### src/rtl/sc_micro_sequencer.sv
// sc_micro_sequencer
//   Microprogram sequencer. It holds the control-store address register
//   (micro-PC) and picks each next address from the branch-control select:
//   addr+1, a MIR jump address, or an IR-opcode decode address. The micro-PC
//   stalls while a memory access is pending. A terminal halt is supported.
//
// Ports
//   SC_MicroSeq_CLOCK_50         in   clock, rising edge
//   SC_MicroSeq_RESET_InLow      in   synchronous reset, active low
//   SC_MicroSeq_Branch_Select_In in   00 next, 01 jump, 10 decode, 11 illegal
//   SC_MicroSeq_Jump_Addr_In     in   MIR jump address field
//   SC_MicroSeq_IR_OP_In         in   IR opcode bits used for decode
//   SC_MicroSeq_Mem_Req_In       in   current microinstruction reads or writes
//   SC_MicroSeq_Mem_Ack_In       in   memory completed the access this cycle
//   SC_MicroSeq_Halt_In          in   halt request from microcode
//   SC_MicroSeq_CS_Addr_Out      out  registered micro-PC
//   SC_MicroSeq_Advance_Out      out  micro-PC updates at the next edge
//   SC_MicroSeq_Stall_Out        out  inverse of Advance_Out
//   SC_MicroSeq_Halted_Out       out  registered, 1 while halted
//   SC_MicroSeq_Illegal_Sel_Out  out  registered, sticky: select 11 was consumed
module sc_micro_sequencer #(
  parameter int DATAWIDTH_CS_ADDR       = 11,
  parameter int DATAWIDTH_BUS_OUT       = 2,
  parameter int DATAWIDTH_BUS_REG_IR_OP = 8,
  parameter logic [DATAWIDTH_CS_ADDR-1:0] RESET_ADDR = '0
) (
  input  logic                               SC_MicroSeq_CLOCK_50,
  input  logic                               SC_MicroSeq_RESET_InLow,
  input  logic [DATAWIDTH_BUS_OUT-1:0]       SC_MicroSeq_Branch_Select_In,
  input  logic [DATAWIDTH_CS_ADDR-1:0]       SC_MicroSeq_Jump_Addr_In,
  input  logic [DATAWIDTH_BUS_REG_IR_OP-1:0] SC_MicroSeq_IR_OP_In,
  input  logic                               SC_MicroSeq_Mem_Req_In,
  input  logic                               SC_MicroSeq_Mem_Ack_In,
  input  logic                               SC_MicroSeq_Halt_In,
  output logic [DATAWIDTH_CS_ADDR-1:0]       SC_MicroSeq_CS_Addr_Out,
  output logic                               SC_MicroSeq_Advance_Out,
  output logic                               SC_MicroSeq_Stall_Out,
  output logic                               SC_MicroSeq_Halted_Out,
  output logic                               SC_MicroSeq_Illegal_Sel_Out
);

  localparam logic [DATAWIDTH_BUS_OUT-1:0] SEL_NEXT   = 2'b00;
  localparam logic [DATAWIDTH_BUS_OUT-1:0] SEL_JUMP   = 2'b01;
  localparam logic [DATAWIDTH_BUS_OUT-1:0] SEL_DECODE = 2'b10;

  typedef enum logic [1:0] {
    ST_RST      = 2'd0,
    ST_RUN      = 2'd1,
    ST_WAIT_MEM = 2'd2,
    ST_HALT     = 2'd3
  } state_t;

  state_t                         state_reg, state_next;
  logic [DATAWIDTH_CS_ADDR-1:0]   addr_reg, addr_nxt;
  logic                           halted_reg;
  logic                           illegal_reg;
  logic                           advance;
  logic                           sel_illegal;

  // Candidate next address; only committed when advance is high.
  // Select 11 behaves like 00 but raises the sticky illegal flag.
  always_comb begin
    addr_nxt    = addr_reg + 1'b1;
    sel_illegal = 1'b0;
    case (SC_MicroSeq_Branch_Select_In)
      SEL_NEXT:   addr_nxt = addr_reg + 1'b1;
      SEL_JUMP:   addr_nxt = SC_MicroSeq_Jump_Addr_In;
      SEL_DECODE: addr_nxt = {1'b1, SC_MicroSeq_IR_OP_In, 2'b00};
      default: begin
        addr_nxt    = addr_reg + 1'b1;
        sel_illegal = 1'b1;
      end
    endcase
  end

  // State transitions and the advance strobe. Advance deliberately depends
  // only on state and the handshake/halt inputs, never on the select.
  always_comb begin
    state_next = state_reg;
    advance    = 1'b0;
    case (state_reg)
      ST_RST: begin
        state_next = ST_RUN;
      end
      ST_RUN: begin
        if (SC_MicroSeq_Halt_In) begin
          state_next = ST_HALT;
        end else if (SC_MicroSeq_Mem_Req_In && !SC_MicroSeq_Mem_Ack_In) begin
          state_next = ST_WAIT_MEM;
        end else begin
          advance = 1'b1;
        end
      end
      ST_WAIT_MEM: begin
        // Halt is not honoured here: the pending access finishes first.
        if (SC_MicroSeq_Mem_Ack_In) begin
          state_next = ST_RUN;
          advance    = 1'b1;
        end
      end
      ST_HALT: begin
        state_next = ST_HALT;
      end
      default: begin
        state_next = ST_RST;
      end
    endcase
  end

  always_ff @(posedge SC_MicroSeq_CLOCK_50) begin
    if (!SC_MicroSeq_RESET_InLow) begin
      state_reg   <= ST_RST;
      addr_reg    <= RESET_ADDR;
      halted_reg  <= 1'b0;
      illegal_reg <= 1'b0;
    end else begin
      state_reg  <= state_next;
      halted_reg <= (state_next == ST_HALT);
      if (advance) begin
        addr_reg <= addr_nxt;
        if (sel_illegal) begin
          illegal_reg <= 1'b1;
        end
      end
    end
  end

  assign SC_MicroSeq_CS_Addr_Out     = addr_reg;
  assign SC_MicroSeq_Advance_Out     = advance;
  assign SC_MicroSeq_Stall_Out       = ~advance;
  assign SC_MicroSeq_Halted_Out      = halted_reg;
  assign SC_MicroSeq_Illegal_Sel_Out = illegal_reg;

endmodule

### config.mk
export PLATFORM = sky130hd
export DESIGN_NAME = sc_micro_sequencer
export DESIGN_NICKNAME = d
export VERILOG_FILES = /design/src/rtl/sc_micro_sequencer.sv
export SDC_FILE = /design/constraint.sdc
export NUM_CORES = 1
export LEC_CHECK = 0
export BUFFER_PORTS_ARGS = -buffer_cell sky130_fd_sc_hd__buf_2
export CAP_MARGIN = 15
export CORE_UTILIZATION = 45
export CTS_CLUSTER_SIZE = 16
export DETAILED_ROUTE_END_ITERATION = 8
export PLACE_DENSITY = 0.79
export RECOVER_POWER = 25
export SETUP_SLACK_MARGIN = 0.3
export SYNTH_ARGS = -nofsm -noshare
export SYNTH_HDL_FRONTEND = slang
export SYNTH_SLANG_ARGS = --single-unit
### constraint.sdc
create_clock -name SC_MicroSeq_CLOCK_50 -period 1.78 [get_ports SC_MicroSeq_CLOCK_50]
set_input_delay 0.267 -clock SC_MicroSeq_CLOCK_50 [delete_from_list [all_inputs] [get_ports SC_MicroSeq_CLOCK_50]]
set_output_delay 0.267 -clock SC_MicroSeq_CLOCK_50 [all_outputs]
set_load 0.02 [all_outputs]
==> results.cfg, run 1 <==
[sta]
hold_viol_final = 0
setup_viol = 2
final_critical_path_setup_slack_ns = -0.0694
rsz0062_at_grt = true
post-route-period-util = 1.04
maxSlewHeadroom = 0.761
max_freq_ghz = 0.541
setup_tns_ns = -0.122
fin_skew_ns = 0.00342
worst_slew_pin_slew_ns = 0.359
finalMaxSlewViolations = 0
post-route-min-period_ns = 1.85

[setup_path]
ff2ff_path_depth = 8
required_ns = 1.51
reg2reg_from = state_reg[1]
end_kind = primary output
arrival_ns = 1.58
crit_fanout = 4
r2r_end = SC_MicroSeq_CS_Addr_Out[10]
start_kind = register
r2r_slack_ns = 0.04
path_class = register to primary output

[final_layout]
layout_commonest_cell = buf_2
regArea_um2 = 309
nFillCells = 184
multi_input_area_um2 = 877
largest_reg_flops = 11
syn_to_final_growth_pct = 45.6
drive_gt1_frac = 0.442
antennaDiodeCount = 0
final_nets = 233
mostFrequentLayoutCells = buf_2, buf_4, nand2_1, dfxtp_1, inv_1
final_util = 0.690

[synthesis]
synth_seq_cells = 15
syn_area_um2 = 1160
syn_nets = 174
async_flop_share = 0
synth_edf_count = 0
synth_flop_cell = dfxtp_1
ys_types = 46
yosysWarnings = 0
avgSynthCellArea_um2 = 8.36
synthCells = 139
seq_area_frac_synth = 0.258

[status]
outcome = finished with violations
violations = setup timing

[power_and_ir_drop]
p_int_mw = 0.604
powerDensity_nw_per_um2 = 550
ir_drop_mv = 0.538
p_total_mw = 0.931
comb_power_share = 0.379
p_leak_nw = 0.670
p_clk_frac = 0.228
switching_share = 0.351
p_switching_mw = 0.327
seq_power_share = 0.393

[placement]
dp.final_hpwl_um = 2360
gp_congestion = 0.867
io_buffer_count = 40

[floorplanning]
coreArea_um2 = 2450
die_w_um = 52.8
die_area_um2 = 2790
die_height_um = 52.8
ios = 41
rows = 18
start_util = 0.473

[route]
drc = 0
drt_iter0_drc = 51
wl_per_cell_um = 16.2
vias = 1409
drt-vias-per-instance = 6.21
postRouteAntennaNets = 0
wl_um = 3680
dr.pass1.iters = 6

[min_path]
holdPathStages = 2
holdPathEnd = SC_MicroSeq_CS_Addr_Out[0]
min-delay-path-class = input port to register
hp-start = SC_MicroSeq_RESET_InLow

[cts]
cts_buffers = 3
clock_latency_ns = 0.29
cts_tree = done
clk_path_buf_depth = 2
cts_hold_buf = 0
cts_root_buffer = clkbuf_4
clk_pin_slew_ns = 0.10
cts.sinks = 15
htreeDepth = 1

[grt]
grt_remaining_overflow = 0
grt_pass1_vias = 1111
grt_max_degree = 15
gr-usage-all-layers = 0.249
grt_first_pass_wirelength_um = 5180
antenna_found_initial = 0

[job]
max_cap_violations = 0
## timing repair
item	4_1_cts	5_1_grt
setup buffers	11	4
cloned	0	0
pin swaps	4	5
setup endpoints to repair	15	15
resized for setup	17	7
endpoints found under the hold margin	0	0
## worst max path at each step
| stage | from | endpoint | cells past startpoint |
|---|---|---|---|
| after detailed placement | state_reg[0] | SC_MicroSeq_CS_Addr_Out[10] | 5 |
| after CTS | state_reg[1] | SC_MicroSeq_Advance_Out | 7 |
| final | state_reg[1] | SC_MicroSeq_Advance_Out | 7 |
| after global routing | state_reg[1] | SC_MicroSeq_Advance_Out | 7 |
| after floorplan | state_reg[1] | SC_MicroSeq_CS_Addr_Out[6] | 7 |
| after global placement | state_reg[0] | SC_MicroSeq_CS_Addr_Out[10] | 5 |
## through the flow
| stage | area, um^2 | worst slack (ns) | cells | hold slack (ns) |
|---|---|---|---|---|
| floorplan | 1190 | 0.101 | 139 | 0.411 |
| global placement | 1430 | 0.131 | 208 | 0.437 |
| detailed placement | 1430 | 0.0982 | 208 | 0.437 |
| CTS | 1610 | -0.0929 | 223 | 0.342 |
| global route | 1690 | -0.110 | 227 | 0.359 |
| finish | 1690 | -0.0694 | 227 | 0.353 |
## worst max-delay path: stages, from the launching register on
cell and delay (ns):
dfxtp_4 0.37, inv_4 0.04, ha_4 0.14, nor2b_4 0.14, and2b_4 0.18, o21ai_4 0.24, inv_4 0.05, buf_6 0.13
## routing by layer
metal	routed length [um]	up-vias	global-route usage
met5	0	-	0
met4	48	0	0.0614
met3	217	7	0.0319
met2	1770	66	0.403
met1	1650	672	0.345
li1	-	664	-
## synthesized netlist by cell type (2+ instances only)
cell      instances  area share
a211oi_1          5       0.032
a21oi_1           5       0.022
a221oi_1          8       0.060
a22oi_1           4       0.026
a32o_1            2       0.017
and4_1            2       0.015
buf_2             4       0.017
clkbuf_1          2      0.0065
dfxtp_1          15        0.26
ha_1              9       0.097
inv_1            11       0.036
nand2_1          15       0.048
nand3_1           4       0.017
nand4_1           3       0.016
nor2_1            5       0.016
nor3_1            2      0.0086
o211ai_1          3       0.019
o21ai_0           5       0.022
o221a_2           3       0.029
o22ai_1           5       0.027
o32ai_1           2       0.015
## kinds of logic after synthesis
kind of cell,count (synthesis),share of synthesized area
adder cells (fa/ha/maj),9,0.0969
AND/OR/NAND/NOR,39,0.175
buffers and inverters,20,0.0775
AO/OA/AOI/OAI,56,0.392
flip-flops,15,0.258
## power groups by stage
stage | logic, mW | registers (mW) | clock network [mW]
floorplan | 0.158 | 0.382 | 0
global placement | 0.245 | 0.373 | 0
detailed placement | 0.253 | 0.374 | 0
CTS | 0.309 | 0.364 | 0.207
global route | 0.378 | 0.368 | 0.225
finish | 0.353 | 0.366 | 0.212
## final cells by class
type,count,share of cell area
well taps,30,0.0222
repair buffers,61,0.227
inverters,13,0.0347
multi-input cells,104,0.518
clock buffers,4,0.0155
flip-flops and latches,15,0.183
(Power assumes the default switching activity.)
==> inputs of run 2 (changes only) <==
--- a/config.mk
+++ b/config.mk
@@ -7,12 +7,12 @@
 export LEC_CHECK = 0
 export BUFFER_PORTS_ARGS = -buffer_cell sky130_fd_sc_hd__buf_2
 export CAP_MARGIN = 15
-export CORE_UTILIZATION = 45
-export CTS_CLUSTER_SIZE = 16
+export CORE_UTILIZATION = 44
 export DETAILED_ROUTE_END_ITERATION = 8
-export PLACE_DENSITY = 0.79
+export PLACE_DENSITY = 0.81
 export RECOVER_POWER = 25
 export SETUP_SLACK_MARGIN = 0.3
 export SYNTH_ARGS = -nofsm -noshare
 export SYNTH_HDL_FRONTEND = slang
 export SYNTH_SLANG_ARGS = --single-unit
+export TNS_END_PERCENT = 30
==> constraint.sdc (replaced) <==
create_clock -name SC_MicroSeq_CLOCK_50 -period 1.6 [get_ports SC_MicroSeq_CLOCK_50]
set_input_delay 0.24 -clock SC_MicroSeq_CLOCK_50 [delete_from_list [all_inputs] [get_ports SC_MicroSeq_CLOCK_50]]
set_output_delay 0.24 -clock SC_MicroSeq_CLOCK_50 [all_outputs]
set_load 0.02 [all_outputs]
==> run 2 against run 1 <==
The flow still finishes with violations (setup timing); clock-buffer cell count unchanged; combinational power increased by 16%; clock skew decreased by 0.0024 ns; routed wire length increased by 5.1%; global-route usage increased by 3.1 points; cell count increased by 3.5%; worst setup slack got worse by 0.13 ns; power increased by 13%.
==> results.cfg, run 2 (same netlist as run 1, synthesis figures left out) <==
[status]
outcome = finished with violations
violations = setup timing

[job]
max_cap_violations = 0

[route]
postRouteAntennaNets = 0
vias = 1492
wl_um = 3870
dr.pass1.iters = 4
drc = 0
wl_per_cell_um = 16.5
drt_iter0_drc = 69
drt-vias-per-instance = 6.35

[setup_path]
ff2ff_path_depth = 9
crit_fanout = 4
arrival_ns = 1.56
path_class = register to primary output
required_ns = 1.36
r2r_slack_ns = -0.19
start_kind = register
reg2reg_from = state_reg[1]
r2r_end = SC_MicroSeq_CS_Addr_Out[9]
end_kind = primary output

[final_layout]
syn_to_final_growth_pct = 48.9
drive_gt1_frac = 0.454
final_nets = 241
mostFrequentLayoutCells = buf_2, buf_4, nand2_1, dfxtp_1, inv_1
antennaDiodeCount = 0
layout_commonest_cell = buf_2
largest_reg_flops = 11

[cts]
cts_buffers = 3
cts_hold_buf = 0
clock_latency_ns = 0.29
clk_pin_slew_ns = 0.10
htreeDepth = 1
cts.sinks = 15
cts_tree = done
clk_path_buf_depth = 2
cts_root_buffer = clkbuf_4

[placement]
dp.final_hpwl_um = 2710
pre_cts_slack_ns = -0.110
gp_congestion = 0.946
io_buffer_count = 40

[sta]
final_critical_path_setup_slack_ns = -0.204
finalMaxSlewViolations = 0
post-route-min-period_ns = 1.80
hold_viol_final = 0
setup_viol = 10
setup_tns_ns = -0.971
max_freq_ghz = 0.554
fin_hold_ws_ns = 0.325
maxSlewHeadroom = 0.734
rsz0062_at_grt = true
worst_slew_pin_slew_ns = 0.399
post-route-period-util = 1.13
fin_skew_ns = 0.000979

[grt]
antenna_found_initial = 0
grt_max_degree = 18
grt_first_pass_wirelength_um = 5670
grt_remaining_overflow = 0
grt_pass1_vias = 1206
gr-usage-all-layers = 0.280

[power_and_ir_drop]
seq_power_share = 0.385
p_int_mw = 0.682
powerDensity_nw_per_um2 = 607
comb_power_share = 0.392
p_clk_frac = 0.224
p_leak_nw = 0.712
switching_share = 0.350
p_switching_mw = 0.367
p_total_mw = 1.05
ir_drop_mv = 0.479

[min_path]
holdPathEnd = SC_MicroSeq_CS_Addr_Out[5]
min-delay-path-class = input port to register
holdPathStages = 2
hp-start = SC_MicroSeq_RESET_InLow

[floorplanning]
die_w_um = 53.4
start_util = 0.469
coreArea_um2 = 2480
rows = 18
die_area_um2 = 2850
ios = 41
die_height_um = 53.4
[run 2: changes by cell type in the layout (fill, tap and decap cells not counted), sizes merged]
| cell | previous run | this run |
|---|---|---|
| buf | 56 | 65 |
| clkbuf | 9 | 8 |
[run 2: worst max path at each step]
stage                                          startpoint                    endpoint  cells past startpoint
after floorplan                              state_reg[1]  SC_MicroSeq_CS_Addr_Out[6]                      7
after global placement    SC_MicroSeq_Branch_Select_In[0]  SC_MicroSeq_CS_Addr_Out[8]                      7
after detailed placement  SC_MicroSeq_Branch_Select_In[0]  SC_MicroSeq_CS_Addr_Out[8]                      7
after CTS                                    state_reg[1]     SC_MicroSeq_Advance_Out                      7
after global routing                         state_reg[1]     SC_MicroSeq_Advance_Out                      7
final                                        state_reg[1]     SC_MicroSeq_Advance_Out                      7
[run 2: power by group through the flow]
stage	logic (mW)	clock network, mW	registers, mW
floorplan	0.174	0	0.424
CTS	0.370	0.229	0.402
finish	0.411	0.235	0.404
global route	0.440	0.256	0.406
global placement	0.310	0	0.411
detailed placement	0.323	0	0.412
[run 2: stage by stage]
step	instances	area, um^2	util
2_1_floorplan	139	1180	-
3_3_place_gp	221	1520	0.615
3_5_place_dp	221	1520	0.615
4_1_cts	233	1660	0.671
5_1_grt	235	1730	0.698
6_report	235	1730	0.698
[run 2: layout make-up]
cell class              count  area [um^2]
clock buffers               4         26.3
inverters                  13         57.6
multi-input cells         104          868
fillers                   184          747
flip-flops and latches     15          308
repair buffers             69          433
well taps                  30         37.5
[run 2: critical path: stages (launching register included)]
cell and delay, ns:
dfxtp_4 0.38, inv_4 0.04, ha_4 0.14, nor2b_4 0.13, o21a_4 0.20, o21ai_4 0.20
inv_4 0.05, buf_6 0.13
[run 2: metal layers]
layer  up-vias  GRT usage  routed length [um]
li1        683          -                   -
met1       699      0.363                1580
met2        97      0.444                1870
met3        13     0.0402                 314
met4         0      0.140                 106
met5         -          0                   0
[run 2: repair_timing]
action,4_1_cts,5_1_grt
resized for setup,15,8
pin swaps,8,9
setup buffers,8,2
cloned,0,0
setup endpoints to repair,16,18
==> inputs of run 3 (changes only) <==
--- a/config.mk
+++ b/config.mk
@@ -7,9 +7,9 @@
 export LEC_CHECK = 0
 export BUFFER_PORTS_ARGS = -buffer_cell sky130_fd_sc_hd__buf_2
 export CAP_MARGIN = 15
-export CORE_UTILIZATION = 44
+export CORE_UTILIZATION = 35
 export DETAILED_ROUTE_END_ITERATION = 8
-export PLACE_DENSITY = 0.81
+export PLACE_DENSITY = 0.68
 export RECOVER_POWER = 25
 export SETUP_SLACK_MARGIN = 0.3
 export SYNTH_ARGS = -nofsm -noshare
==> run 3 against run 2 <==
Flip-flop and latch count did not move; final area rose by 1.0%; sequential power barely moved; sequential share of layout area fell by 0.18 points; clock skew barely moved; maximum frequency fell by 1.1%; first-iteration DRC count rose by 5.8%; via count fell by 6.0%; routed wire length fell by 7.3%; utilization fell by 14 points; cell count rose by 4.7%; worst setup slack got worse by 0.020 ns; the run still ends with setup timing left.
==> results.cfg, run 3 (same netlist as run 1, synthesis figures left out) <==
[setup_path]
r2r_slack_ns = -0.12
end_kind = primary output
required_ns = 1.36
path_class = register to primary output
crit_fanout = 4
start_kind = register
arrival_ns = 1.58

[route]
drc = 0
drt-vias-per-instance = 5.70
dr.pass1.iters = 4
drt_iter0_drc = 73
wl_per_cell_um = 14.6
wl_um = 3590
vias = 1402
postRouteAntennaNets = 0

[floorplanning]
die_w_um = 59.6
coreArea_um2 = 3100
die_height_um = 59.6
die_area_um2 = 3560
start_util = 0.375
ios = 41
rows = 20

[cts]
clk_path_buf_depth = 2
cts.sinks = 15
cts_root_buffer = clkbuf_4
cts_buffers = 3
cts_tree = done
clock_latency_ns = 0.29
htreeDepth = 1
clk_pin_slew_ns = 0.09

[final_layout]
mostFrequentLayoutCells = buf_2, buf_4, nand2_1, dfxtp_1, inv_1
antennaDiodeCount = 0
layout_commonest_cell = buf_2
drive_gt1_frac = 0.460
nFillCells = 292
final_nets = 238
syn_to_final_growth_pct = 50.4
largest_reg_flops = 11

[job]
max_cap_violations = 0

[sta]
post-route-period-util = 1.14
worst_slew_pin_slew_ns = 0.382
rsz0062_at_grt = true
post-route-min-period_ns = 1.82
fin_hold_ws_ns = 0.315
max_freq_ghz = 0.548
final_critical_path_setup_slack_ns = -0.224
setup_viol = 12
hold_viol_final = 0
finalMaxSlewViolations = 0
fin_skew_ns = 0.00132
maxSlewHeadroom = 0.746

[placement]
dp.final_hpwl_um = 2590
io_buffer_count = 40
pre_cts_slack_ns = -0.0310
gp_congestion = 0.932

[status]
violations = setup timing
outcome = finished with violations

[power_and_ir_drop]
p_switching_mw = 0.360
p_int_mw = 0.680
p_clk_frac = 0.222
seq_power_share = 0.387
switching_share = 0.346
comb_power_share = 0.391
ir_drop_mv = 0.273
powerDensity_nw_per_um2 = 595
p_leak_nw = 0.709
p_total_mw = 1.04

[grt]
grt_first_pass_wirelength_um = 5970
grt_remaining_overflow = 0
gr-usage-all-layers = 0.220
antenna_found_initial = 0
grt_max_degree = 15
grt_pass1_vias = 1348

[min_path]
min-delay-path-class = input port to register
run 3: path summary, 6_finish.rpt:
kind / start / endpoint / cells past startpoint
worst max register to register: state_reg[1] / SC_MicroSeq_CS_Addr_Out[5] / 8
worst min-delay path: SC_MicroSeq_RESET_InLow / SC_MicroSeq_CS_Addr_Out[9] / 2
worst max-delay path: state_reg[0] / SC_MicroSeq_Advance_Out / 6
worst min register to register: SC_MicroSeq_Illegal_Sel_Out / SC_MicroSeq_Illegal_Sel_Out / 2
run 3: metrics by stage:
stage	util	setup TNS [ns]	cell area, um^2	std cells
after detailed placement	0.494	-0.0376	1530	234
after CTS	0.550	-0.591	1710	245
after global placement	0.494	-0.0268	1530	234
final	0.563	-0.991	1750	246
after global routing	0.563	-1.99	1750	246
after floorplan	-	-0.158	1180	139
run 3: worst max-delay path, stage by stage (launching register included):
cell and delay, ns:
dfxtp_4 0.39, inv_1 0.11, ha_4 0.21, o21a_4 0.21, o21ai_4 0.19, inv_4 0.05, buf_6 0.13
run 3: power groups by stage:
| stage | Clock [mW] | Combinational [mW] | Sequential (mW) |
|---|---|---|---|
| floorplan | 0 | 0.174 | 0.424 |
| global placement | 0 | 0.314 | 0.411 |
| detailed placement | 0 | 0.322 | 0.412 |
| CTS | 0.234 | 0.377 | 0.401 |
| global route | 0.249 | 0.438 | 0.405 |
| finish | 0.231 | 0.407 | 0.402 |
run 3: area by class of cell:
cell class	count	area (um^2)	share of cell area
clock buffer	4	26.3	0.0150
sequential	15	308	0.176
multi-input combinational	104	892	0.510
inverter	13	55.1	0.0315
timing repair buffer	66	412	0.236
tap	44	55.1	0.0315
run 3: what timing repair did:
action,4_1_cts,5_1_grt
pin swaps,7,6
endpoints found under the setup margin,16,18
resized for setup,18,6
cloned,0,0
hold buffers,0,0
setup buffers,7,1
run 3: per-layer routing:
layer / share of wire / track usage / up-vias
met5: 0 / 0 / -
met4: 0.014 / 0.0963 / 0
met3: 0.047 / 0.0218 / 5
met2: 0.49 / 0.376 / 57
met1: 0.45 / 0.280 / 668
li1: - / - / 672
